===== src/rtl/magma_ecb_engine.sv =====
// ---------------------------------------------------------------------------
// magma_ecb_engine
//
// Iterative GOST R 34.12-2015 "Magma" block cipher core (64-bit block,
// 256-bit key). The data word carries N_BLOCKS independent 64-bit blocks that
// are processed side by side in ECB fashion with the same key and mode;
// block n occupies data_in[64*n +: 64], so with N_BLOCKS=2 the upper half
// (hi) is data_in[127:64] and the lower half (lo) is data_in[63:0].
//
// Parameters
//   UNROLL    rounds applied per clock in RUN; legal values 1, 2, 4, 8
//   N_BLOCKS  number of parallel 64-bit blocks
//
// Ports
//   clk        in   rising-edge clock
//   reset      in   synchronous, active-low reset
//   start      in   one-cycle request, accepted only while busy==0
//   data_in    in   plaintext/ciphertext, sampled on accepted start
//   key        in   256-bit key, sampled on accepted start (K1=key[255:224])
//   encr_decr  in   0=encrypt, 1=decrypt, sampled on accepted start
//   data_out   out  result, valid from the done pulse until the next result
//   done       out  one-cycle pulse in the cycle data_out takes a new result
//   busy       out  high from the cycle after an accepted start through the
//                   cycle of done
//
// Handshake: the request is accepted on the rising edge where start==1 and
// the engine is idle (busy==0). Requests while busy are dropped, not queued.
// Completion is signalled by done for exactly one cycle; data_out is stable
// from that cycle until the next completion (or reset).
//
// Timing (R = 32/UNROLL): accept at edge e0, round edges e0+1..e0+R, done and
// data_out appear after edge e0+R (FIN cycle, busy still high), the engine is
// back in IDLE after edge e0+R+1 and can accept at edge e0+R+2.
// ---------------------------------------------------------------------------
module magma_ecb_engine #(
  parameter int UNROLL   = 1,
  parameter int N_BLOCKS = 2
) (
  input  logic                    clk,
  input  logic                    reset,
  input  logic                    start,
  input  logic [64*N_BLOCKS-1:0]  data_in,
  input  logic [255:0]            key,
  input  logic                    encr_decr,
  output logic [64*N_BLOCKS-1:0]  data_out,
  output logic                    done,
  output logic                    busy
);

  localparam int DW = 64 * N_BLOCKS;

  // S-box tables pi0..pi7. Nibble i of PI[j] (bits [4i+3:4i]) is pi_j(i).
  localparam logic [63:0] PI [8] = '{
    64'h1f307d8e9b5a264c,   // pi0
    64'hf0db74e1c5a93286,   // pi1
    64'h069c471edaf2853b,   // pi2
    64'hb9e35a076f4d128c,   // pi3
    64'hc24be390d618a5f7,   // pi4
    64'h0e34187bac296fd5,   // pi5
    64'h73ad0b4fc19652e8,   // pi6
    64'h2bc96af43850de71    // pi7
  };

  typedef enum logic [1:0] {
    IDLE = 2'd0,
    RUN  = 2'd1,
    FIN  = 2'd2
  } state_t;

  state_t            state;
  logic [5:0]        ctr;       // rounds completed so far, 0..32
  logic [DW-1:0]     blk;       // working cipher state of all blocks
  logic [255:0]      key_q;     // key latched at acceptance
  logic              mode_q;    // encr_decr latched at acceptance
  logic [DW-1:0]     next_blk;  // blk after UNROLL more rounds

  // Key words K1..K8 as an array indexed 0..7 (key_w[0] = K1).
  logic [31:0] key_w [8];
  for (genvar j = 0; j < 8; j++) begin : g_key_words
    assign key_w[j] = key_q[255-32*j -: 32];
  end

  // g_k(a) = rotl11(S(a + k mod 2^32))
  function automatic logic [31:0] g_fn(input logic [31:0] a,
                                       input logic [31:0] k);
    logic [31:0] s;
    logic [31:0] sb;
    s  = a + k;
    sb = '0;
    for (int j = 0; j < 8; j++) begin
      sb[4*j +: 4] = PI[j][{s[4*j +: 4], 2'b00} +: 4];
    end
    return {sb[20:0], sb[31:21]};
  endfunction

  // Round-key index (0 = K1) for 0-based round idx.
  // Encrypt: three forward passes then one reversed pass (rounds 24..31).
  // Decrypt: one forward pass then three reversed passes (rounds 8..31).
  // Within a reversed pass the index is simply the complement of idx[2:0].
  function automatic logic [2:0] key_sel(input logic [4:0] idx,
                                         input logic       dec);
    logic rev;
    rev = dec ? (idx[4:3] != 2'b00) : (idx[4:3] == 2'b11);
    return rev ? ~idx[2:0] : idx[2:0];
  endfunction

  // Combinational chain of UNROLL rounds over every block.
  logic [63:0] rb;
  logic [31:0] rt;
  logic [4:0]  ridx;

  always_comb begin
    next_blk = blk;
    rb       = '0;
    rt       = '0;
    ridx     = '0;
    for (int n = 0; n < N_BLOCKS; n++) begin
      rb = blk[64*n +: 64];
      for (int u = 0; u < UNROLL; u++) begin
        ridx = ctr[4:0] + 5'(u);
        rt   = g_fn(rb[31:0], key_w[key_sel(ridx, mode_q)]) ^ rb[63:32];
        // The last round writes the new half on top and keeps a0 below,
        // i.e. it omits the half swap.
        if (ridx == 5'd31) begin
          rb = {rt, rb[31:0]};
        end else begin
          rb = {rb[31:0], rt};
        end
      end
      next_blk[64*n +: 64] = rb;
    end
  end

  always_ff @(posedge clk) begin
    if (!reset) begin
      state    <= IDLE;
      ctr      <= '0;
      blk      <= '0;
      key_q    <= '0;
      mode_q   <= 1'b0;
      data_out <= '0;
      done     <= 1'b0;
      busy     <= 1'b0;
    end else begin
      case (state)
        IDLE: begin
          done <= 1'b0;
          if (start) begin
            blk    <= data_in;
            key_q  <= key;
            mode_q <= encr_decr;
            ctr    <= '0;
            busy   <= 1'b1;
            state  <= RUN;
          end
        end
        RUN: begin
          blk <= next_blk;
          ctr <= ctr + 6'(UNROLL);
          // On the edge completing round 32 the result is published so that
          // done and data_out are both visible during the FIN cycle.
          if (ctr + 6'(UNROLL) == 6'd32) begin
            data_out <= next_blk;
            done     <= 1'b1;
            state    <= FIN;
          end
        end
        FIN: begin
          done  <= 1'b0;
          busy  <= 1'b0;
          state <= IDLE;
        end
        default: begin
          done  <= 1'b0;
          busy  <= 1'b0;
          state <= IDLE;
        end
      endcase
    end
  end

endmodule

===== config.mk =====
export PLATFORM = sky130hd
export DESIGN_NAME = magma_ecb_engine
export DESIGN_NICKNAME = d
export VERILOG_FILES = /design/src/rtl/magma_ecb_engine.sv
export SDC_FILE = /design/constraint.sdc
export NUM_CORES = 1
export LEC_CHECK = 0
export CORE_MARGIN = 2
export CORE_UTILIZATION = 50
export DETAILED_ROUTE_END_ITERATION = 12
export DONT_BUFFER_PORTS = 1
export PLACE_DENSITY = 0.79
export SYNTH_ARGS = -nofsm -noshare
export SYNTH_HDL_FRONTEND = slang
export SYNTH_SLANG_ARGS = --single-unit

===== constraint.sdc =====
create_clock -name clk -period 6 [get_ports clk]
set_clock_uncertainty 0.05 [all_clocks]
set_input_delay 1.2 -clock clk [delete_from_list [all_inputs] [get_ports clk]]
set_output_delay 1.2 -clock clk [all_outputs]
set_load 0.03 [all_outputs]

**Word level (Yosys, flattened, before mapping)**

Index checks and enable logic that the tools add are counted.

- Bits in registers: 523

- Add/subtract/negate cells: 3
- $lt $le $gt $ge: 1
- Equality and inequality tests: 6
- Shift operators: 16
- Multiplexer cells: 16
- Bitwise gates (word level): 5
- Reduce and logical (&&, ||, !) cells: 9

Operator list:

| kind | number |
|---|---|
| 64-bit by 7-bit variable part select with 4-bit output (first input constant) | 16 |
| 128-bit case mux with 2 select lines | 1 |
| 128-bit two-way mux | 1 |
| 64-bit two-way mux | 2 |
| 32-bit binary-select mux with 3-bit select | 1 |
| 32-bit adder | 2 |
| 32-bit two-way mux | 2 |
| 32-bit bitwise XOR | 2 |
| 6-bit case mux with 2 select lines | 1 |
| 2-bit AND reduction | 6 |
| 6-bit by 1-bit adder with 6-bit output (second input constant) | 1 |
| 6-bit equality test (second input constant) | 1 |
| 6-bit two-way mux | 1 |
| 5-bit equality test (second input constant) | 1 |
| 4-bit >= comparator (second input constant) | 1 |
| 2-bit two-way mux | 2 |
| 2-bit inequality test (second input constant) | 2 |
| 3-bit inverter with 4-bit output | 1 |
| 2-bit case mux with 2 select lines | 1 |
| 2-bit nonzero test | 2 |
| 3-bit two-way mux | 1 |
| 3-bit inverter | 1 |
| 2-bit by 1-bit equality test with 1-bit output (second input constant) | 1 |
| 2-bit equality test (second input constant) | 1 |
| other kinds (4) | 5 |

**Logic depth before layout (Yosys ltp)**

Gate-level depths: netlist of the first run.

- Depth after elaboration: 12
- Depth in mapped cells: 25

**Worst setup path after synthesis of the first run**

No wires, ideal clock.

- Path kind: flip-flop to flip-flop
- Start: register ctr[4]
- End: register data_out[106]
- Setup time: 74 ps
- Arrival time: 6186 ps
- Required time: 5876 ps
- Path slack: -311 ps
- Cell stages (with the launch flop): 24
- Buffers on the path: 3
- Period minus slack after synthesis: 6311 ps
- Path through: dfxtp_1 -> buf_6 -> maj3_2 -> buf_6 -> xnor2_1 -> clkbuf_1 -> mux4_2 -> nand2_1 -> nand2_1 -> ha_1 -> fa_1 -> a21oi_1 -> o211ai_1 -> a2111oi_1 -> nor2_1 -> a311oi_2 -> o211ai_1 -> xnor2_1 -> ha_1 -> nand2b_1 -> o31ai_1 -> mux2_2 -> or4_1 -> a31oi_1

- Longest elaborated chain between the ends: 11
- Elaborated cells between the ends (all ways): 16

RTL lines:

| what | RTL line | text |
|---|---|---|
| start: declaration | 71 | `logic [5:0] ctr;` |
| start signal: assignment | 159 | `ctr <= ctr + 6'(UNROLL);` |
| 2-bit equality test or 2-bit nonzero test (tied branches) | 103 | `rev = dec ? (idx[4:3] != 2'b00) : (idx[4:3] == 2'b11);` |
| 1-bit two-way mux | 103 |  |
| 3-bit two-way mux | 104 | `return rev ? ~idx[2:0] : idx[2:0];` |
| 3-bit inverter with 4-bit output (implied by the code) | 121 | `rt = g_fn(rb[31:0], key_w[key_sel(ridx, mode_q)]) ^ rb[63:32];` |
| 32-bit binary-select mux with 3-bit select | 121 |  |
| 32-bit two-way mux (implied by the code) (2 in a row) | 121 |  |
| 32-bit adder | 88 | `s = a + k;` |
| 64-bit by 7-bit variable part select with 4-bit output | 91 | `sb[4*j +: 4] = PI[j][{s[4*j +: 4], 2'b00} +: 4];` |
| 32-bit bitwise XOR | 121 |  |
| 64-bit two-way mux | 124 | `if (ridx == 5'd31) begin` |
| end signal: assignment | 163 | `data_out <= next_blk;` |
| end: declaration | 45 | `output logic [64*N_BLOCKS-1:0] data_out,` |

Several ways; a longest one is shown, not always the timed one. The select of a mux whose other input is x is not followed.
A chain may end at the register's enable or synchronous reset.

**Worst setup path after layout of the first run**

- Start: register mode_q
- End: register blk[60]

- Longest elaborated chain between the ends: 11

RTL lines:

| what | RTL line | text |
|---|---|---|
| start: declaration | 74 | `logic mode_q;` |
| start signal: assignment | 151 | `mode_q <= encr_decr;` |
| 1-bit two-way mux | 103 |  |
| 3-bit two-way mux | 104 |  |
| 3-bit inverter with 4-bit output (implied by the code) | 121 |  |
| 32-bit binary-select mux with 3-bit select | 121 |  |
| 32-bit two-way mux (implied by the code) (2 in a row) | 121 |  |
| 32-bit adder | 88 |  |
| 64-bit by 7-bit variable part select with 4-bit output | 91 |  |
| 32-bit bitwise XOR | 121 |  |
| 64-bit two-way mux | 124 |  |
| 128-bit case mux with 2 select lines | 145 | `case (state)` |
| end signal: assignment | 149 | `blk <= data_in;` |
| end signal: assignment | 158 | `blk <= next_blk;` |
| end: declaration | 72 | `logic [DW-1:0] blk;` |

Every way passes these cells. The select of a mux whose other input is x is not followed.

==> results of run 1 <==
==> power breakdown <==
| group | switching (mW) | total (mW) | internal [mW] |
|---|---|---|---|
| Combinational | 2.10 | 3.41 | 1.31 |
| Clock | 1.56 | 3.71 | 2.15 |
| Sequential | 0.303 | 4.00 | 3.69 |
| Total | 3.96 | 11.1 | 7.16 |
==> layer usage <==
metal  routed length [um]  vias to the layer above  GRT usage
met5                   54                        -          0
met4                 5130                       10      0.162
met3                13100                      274      0.107
met2                48400                     1446      0.541
met1                39600                    12700      0.410
li1                     -                    12500          -
==> worst max-delay path, delay by kind of cell (launching register included) <==
family / cells / cell delay (ps)
adder cells (fa/ha/maj): 3 / 1080
AND/OR/NAND/NOR: 6 / 1000
multiplexers: 3 / 950
AO/OA/AOI/OAI: 4 / 790
buffers and inverters: 4 / 750
XOR/XNOR: 2 / 660
flip-flops: 1 / 330
==> final timing paths <==
check	endpoint	slack [ps]	cells after the start	start
setup / recovery	blk[60]	250	22	mode_q
hold / removal	key_q[217]	400	2	key_q[217]
setup reg to reg	blk[60]	250	22	mode_q
hold reg to reg	key_q[217]	400	2	key_q[217]
==> layout make-up <==
cell class	count	area, um2	area share
Clock inverter	34	497	0.0155
Multi-Input combinational cell	2723	17600	0.547
Tap cell	765	957	0.0298
Inverter	71	274	0.00854
Clock buffer	69	1470	0.0458
Antenna cell	12	30.0	0.000936
Sequential cell	523	10500	0.326
Timing Repair Buffer	96	837	0.0261
==> metrics by stage <==
| step | setup WS, ps | hold WS (ps) |
|---|---|---|
| final | 249 | 402 |
| after global routing | -7.05 | 417 |
| after CTS | 60.2 | 403 |
| after detailed placement | -34.4 | 394 |
| after global placement | 73.5 | 389 |
| after floorplan | 86.9 | 383 |
==> synth_stat cells, drive strengths merged (15+ instances only) <==
cell type  number  area share
a211oi         36      0.0093
clkbuf        229       0.030
o22ai          21      0.0047
mux2i          71       0.024
and2           18      0.0040
and3           26      0.0056
xnor2          80       0.024
xor2           49       0.015
ha            149       0.064
a21o           36      0.0093
a222oi         15      0.0052
o21ai         154       0.027
nor3           35      0.0060
nand4          29      0.0062
o211ai         39       0.010
nand2         855        0.11
a22o           16      0.0048
a21oi         445       0.077
inv            70      0.0090
nand2b         19      0.0041
buf            29      0.0053
a32oi          30      0.0090
nor2          169       0.022
a22oi          71       0.018
a31oi          31      0.0067
dfxtp         523        0.36
mux4           77       0.060
nand3          48      0.0083
==> cells in the final DEF (no fill, tap or decap), types with 35 or more instances in the layout <==
master,count
a211oi_1,35
a21o_1,36
a21oi_1,442
a22oi_1,71
buf_4,86
clkbuf_16,55
dfxtp_1,523
ha_1,146
inv_1,67
mux2i_1,71
mux4_2,77
nand2_1,853
nand3_1,48
nor2_1,164
o211ai_1,39
o21ai_0,143
xnor2_1,73
xor2_1,44
==> flip-flops by register name, indices dropped and copies added, names as in the netlist <==
register  cells
key_q       256
blk         128
data_out    128
ctr           6
state         2
busy          1
done          1
mode_q        1
==> cells by family (layout without fill, tap and decap cells) <==
family,Yosys count,count (layout),synth area share
buffers and inverters,329,270,0.0441
AND/OR/NAND/NOR,1266,1266,0.184
adder cells (fa/ha/maj),153,153,0.0663
flip-flops,523,523,0.360
AO/OA/AOI/OAI,1015,1015,0.217
multiplexers,160,160,0.0890
other,0,12,0
XOR/XNOR,129,129,0.0392
==> what timing repair did <==
item | CTS | global route
pin swaps | 0 | 5
endpoints found under the setup margin | 1 | 108
buffers inserted | 0 | 6
gates resized for setup | 1 | 28
hold buffers | 0 | 0
==> flow_metrics.env, run 1 <==
export IMPL_outcome="completed"
export IMPL_worstSkewPairLatency_ps=640
export IMPL_endpoint_kind="flip-flop"
export IMPL_final_cell_area_mm2=0.0321
export IMPL_synth_distinct_cells=88
export IMPL_p_total_mw=11.1
export IMPL_yosys_register_bits=523
export IMPL_worstMarginPinSlew_ps=1250
export IMPL_fin_crit_sh=0.958
export IMPL_finalMaxSlewViolations=0
export IMPL_grt_ovfl_total=0
export IMPL_routed_via_density=6.28
export IMPL_synth_edf_count=0
export IMPL_placed_cells=4172
export IMPL_syn_area_mm2=0.0290
export IMPL_die_y_um=245
export IMPL_grt_pass1_wl_mm=154
export IMPL_p_per_area_mw_per_mm2=346
export IMPL_drc_errors=0
export IMPL_final_util=0.557
export IMPL_hpwl_mm=78.7
export IMPL_ant_nets=0
export IMPL_leakagePower_nw=12.8
export IMPL_core_area_mm2=0.0576
export IMPL_crit_slowest_cell="mux4_2"
export IMPL_cp_slowest_stage_delay_ps=550
export IMPL_clk_pin_slew_worst_paths_ps=70
export IMPL_tns_ps=0
export IMPL_io_pins=518
export IMPL_grt_max_degree=236
export IMPL_crit_path_start_kind="flip-flop"
export IMPL_fin_nets=4009
export IMPL_syn_to_final_growth_pct=10.5
export IMPL_crit_required_ps=6450
export IMPL_crit_top_cell="nand2_1"
export IMPL_cts_root_buf="clkbuf_16"
export IMPL_grtUsageTotal=0.337
export IMPL_first_pass_iters=8
export IMPL_hold_class="reg2reg"
export IMPL_avgRoutedWirePerCell_um=24.8
export IMPL_place_congestion=0.975
export IMPL_vias=27000
export IMPL_portBuffers=0
export IMPL_peakVddDrop_mv=0.225
export IMPL_hold_viol_final=0
export IMPL_drtIter0Drc=2896
export IMPL_relSlewSlack=0.163
export IMPL_cts_sinks=523
export IMPL_routed_wl_mm=106
export IMPL_crit_chain="maj3_2 > xnor2_4 > buf_12 > buf_12 > mux4_2 > nand2_1 > nand2_1 > ha_2 > nand2_1 > or3_1 > o31a_1 > nand2_1 > a31oi_1 > xnor2_1 > inv_1 > ha_1 > mux2_2 > mux2i_1 > buf_4 > nand3b_1 > o21ai_0 > o22ai_1"
export IMPL_setup_viol=0
export IMPL_drive_gt1_frac=0.0967
export IMPL_dominantRegCellSynth="dfxtp_1"
export IMPL_crit_path_max_fanout=15
export IMPL_layoutNonFillerInstCount=4293
export IMPL_syn_area_per_cell_um2=8.12
export IMPL_tritoncts="done"
export IMPL_chipWidth_um=245
export IMPL_syn_inst=3575
export IMPL_cts_buffers=55
export IMPL_antenna_found_initial=16
export IMPL_synthesis_nets=4114
export IMPL_dieArea_mm2=0.0600
export IMPL_h_tree_depth=2
export IMPL_synth_seq_area_share=0.360
export IMPL_ys_async_sr_fraction=0
export IMPL_cap_violations=0
export IMPL_min_period_ps=5750
export IMPL_nFillCells=5257
export IMPL_max_freq_mhz=174
export IMPL_cts_buffer_depth=3
export IMPL_yosys_warnings=0
export IMPL_initial_utilization=0.504
export IMPL_placed_cell_area_mm2=0.0299
export IMPL_rows=88
export IMPL_cp_arrival_ps=6200
export IMPL_worst_setup_path_type="reg2reg"
export IMPL_grt_pass1_vias=24800
(Power assumes the default switching activity.)
==> run 2, diff against run 1 <==
--- a/config.mk
+++ b/config.mk
@@ -10,6 +10,7 @@
 export DETAILED_ROUTE_END_ITERATION = 12
 export DONT_BUFFER_PORTS = 1
 export PLACE_DENSITY = 0.79
+export SLEW_MARGIN = 20
 export SYNTH_ARGS = -nofsm -noshare
 export SYNTH_HDL_FRONTEND = slang
 export SYNTH_SLANG_ARGS = --single-unit
==> run 2 against run 1 <==
  * Core utilization is essentially flat
  * Largest cell class unchanged
  * Non-clock buffer count unchanged
  * Critical path depth decreased by 2
  * Clock power about the same
  * Count of clock-buffer cells in the layout stayed put
==> flow_metrics.env, run 2 (synthesized netlist as in run 1, its figures left out) <==
export IMPL_endpoint_kind="flip-flop"
export IMPL_drtIter0Drc=2824
export IMPL_area_sequential_mm2=0.0105
export IMPL_setup_viol=0
export IMPL_rows=88
export IMPL_seqPwrFrac=0.359
export IMPL_p_per_area_mw_per_mm2=346
export IMPL_cts_buffer_depth=3
export IMPL_min_period_ps=5730
export IMPL_grt_pass1_wl_mm=154
export IMPL_max_freq_mhz=175
export IMPL_syn_to_final_growth_pct=10.5
export IMPL_drc_errors=0
export IMPL_regMostFlops="key_q"
export IMPL_hold_slack_ps=402
export IMPL_grt_pass1_vias=24800
export IMPL_r2r_start="mode_q"
export IMPL_grtUsageTotal=0.337
export IMPL_initial_utilization=0.504
export IMPL_routed_wl_mm=106
export IMPL_core_area_mm2=0.0576
export IMPL_leakagePower_nw=12.8
export IMPL_portBuffers=0
export IMPL_io_pins=518
export IMPL_dieArea_mm2=0.0600
export IMPL_grt_max_degree=236
export IMPL_hold_viol_final=0
export IMPL_cts_sinks=523
export IMPL_cap_violations=0
export IMPL_worstMarginPinSlew_ps=1180
export IMPL_finalMaxSlewViolations=0
export IMPL_relSlewSlack=0.215
export IMPL_antenna_found_initial=16
export IMPL_drive_gt1_frac=0.0970
export IMPL_nFillCells=5257
export IMPL_peakVddDrop_mv=0.224
export IMPL_hold_class="reg2reg"
export IMPL_ctsHoldBuffers=0
export IMPL_top_regs="key_q x256, blk x128, data_out x128"
export IMPL_cts_root_buf="clkbuf_16"
export IMPL_routed_via_density=6.32
export IMPL_outcome="completed"
export IMPL_multiInputGateArea_mm2=0.0176
export IMPL_worst_setup_path_type="reg2reg"
export IMPL_die_y_um=245
export IMPL_tritoncts="done"
export IMPL_crit_path_max_fanout=14
export IMPL_grt_ovfl_total=0
export IMPL_cp_arrival_ps=6160
export IMPL_first_pass_iters=7
export IMPL_p_total_mw=11.1
export IMPL_place_congestion=0.975
export IMPL_crit_required_ps=6430
export IMPL_crit_path_start_kind="flip-flop"
export IMPL_clkPwrFrac=0.333
export IMPL_p_switching_mw=3.96
export IMPL_crit_path_start="mode_q"
export IMPL_p_int_mw=7.16
export IMPL_fin_nets=4009
export IMPL_chipWidth_um=245
export IMPL_clk_pin_slew_worst_paths_ps=60
export IMPL_largest_reg_flops=256
export IMPL_tns_ps=0
export IMPL_crit_chain="maj3_2 > xnor2_4 > buf_12 > buf_12 > mux4_2 > nand2_1 > nand2_1 > ha_1 > and2_1 > a221oi_2 > o21ai_0 > a221o_1 > nor2_1 > xor2_1 > inv_1 > ha_1 > mux4_2 > xnor2_1 > a222oi_1 > nor2_1"
export IMPL_sw_frac_of_total=0.356
export IMPL_worstSkewPairLatency_ps=650
export IMPL_final_cell_mix="853 x nand2_1, 523 x dfxtp_1, 441 x a21oi_1"
export IMPL_crit_slowest_cell="mux4_2"
export IMPL_cts_buffers=55
export IMPL_vias=27100
export IMPL_h_tree_depth=2
export IMPL_ant_nets=0
export IMPL_avgRoutedWirePerCell_um=24.8
export IMPL_hpwl_mm=78.7
export IMPL_power_frac_comb=0.307
export IMPL_min_from="key_q[226]"
export IMPL_final_common_cell="nand2_1"
export IMPL_cp_slowest_stage_delay_ps=580
export IMPL_fin_crit_sh=0.955
-- run 2: cell count changes in the layout (fill, tap and decap cells not counted) --
cell / change
a21oi_1: -1
a21oi_2: +1
diode_2: +1
-- run 2: worst max-delay path, delay by kind of cell, from the launching register on --
kind / cells / cell delay (ps)
and+or+nand+nor: 5 / 700
DFF: 1 / 330
adders and majority gates: 3 / 1010
buffers and inverters: 3 / 520
muxes: 2 / 1070
AOI/OAI and AO/OA: 4 / 1100
xor gates and xnor gates: 3 / 800
-- run 2: metrics by stage --
stage	cells	worst slack, ps	cell area, um2	util
4_1_cts	4275	60.2	31800	0.553
3_3_place_gp	4172	73.5	29900	0.519
3_5_place_dp	4172	-34.4	29900	0.519
5_1_grt	4292	-7.05	32100	0.557
6_report	4294	272	32100	0.557
2_1_floorplan	3575	86.9	29100	-
-- run 2: worst paths after layout --
check | endpoint | slack [ps] | depth (start not counted)
worst min register to register | key_q[226] | 400 | 2
worst max-delay path | blk[95] | 270 | 20
worst max register to register | blk[95] | 270 | 20
worst min-delay path | key_q[226] | 400 | 2
-- run 2: power by group through the flow --
stage	Clock (mW)	Combinational, mW	Sequential (mW)
after floorplan	0	2.39	3.90
after global placement	0	3.23	4.05
after detailed placement	0	3.29	4.06
after CTS	3.72	3.31	3.98
after global routing	3.89	3.70	4.01
final	3.71	3.42	4.00
-- run 2: layout make-up --
cell class,count,share of cell area
inverters,71,0.00854
clock buffers,69,0.0458
flip-flops and latches,523,0.326
repair buffers,96,0.0261
well taps,765,0.0298
diodes,13,0.00101
clock inverters,34,0.0155
multi-input cells,2723,0.547
-- run 2: routing by layer --
layer  GRT usage  share of wire  wire length, um
met3       0.107           0.13            13700
met4       0.162          0.047             5020
met2       0.541           0.46            48500
met5           0        0.00051               54
met1       0.410           0.37            39100
-- run 2: timing repair --
item | in CTS | in global routing
setup endpoints to repair | 1 | 108
buffers inserted | 0 | 6
pin swaps | 0 | 5
endpoints found under the hold margin | 0 | 0
resized for setup | 1 | 28
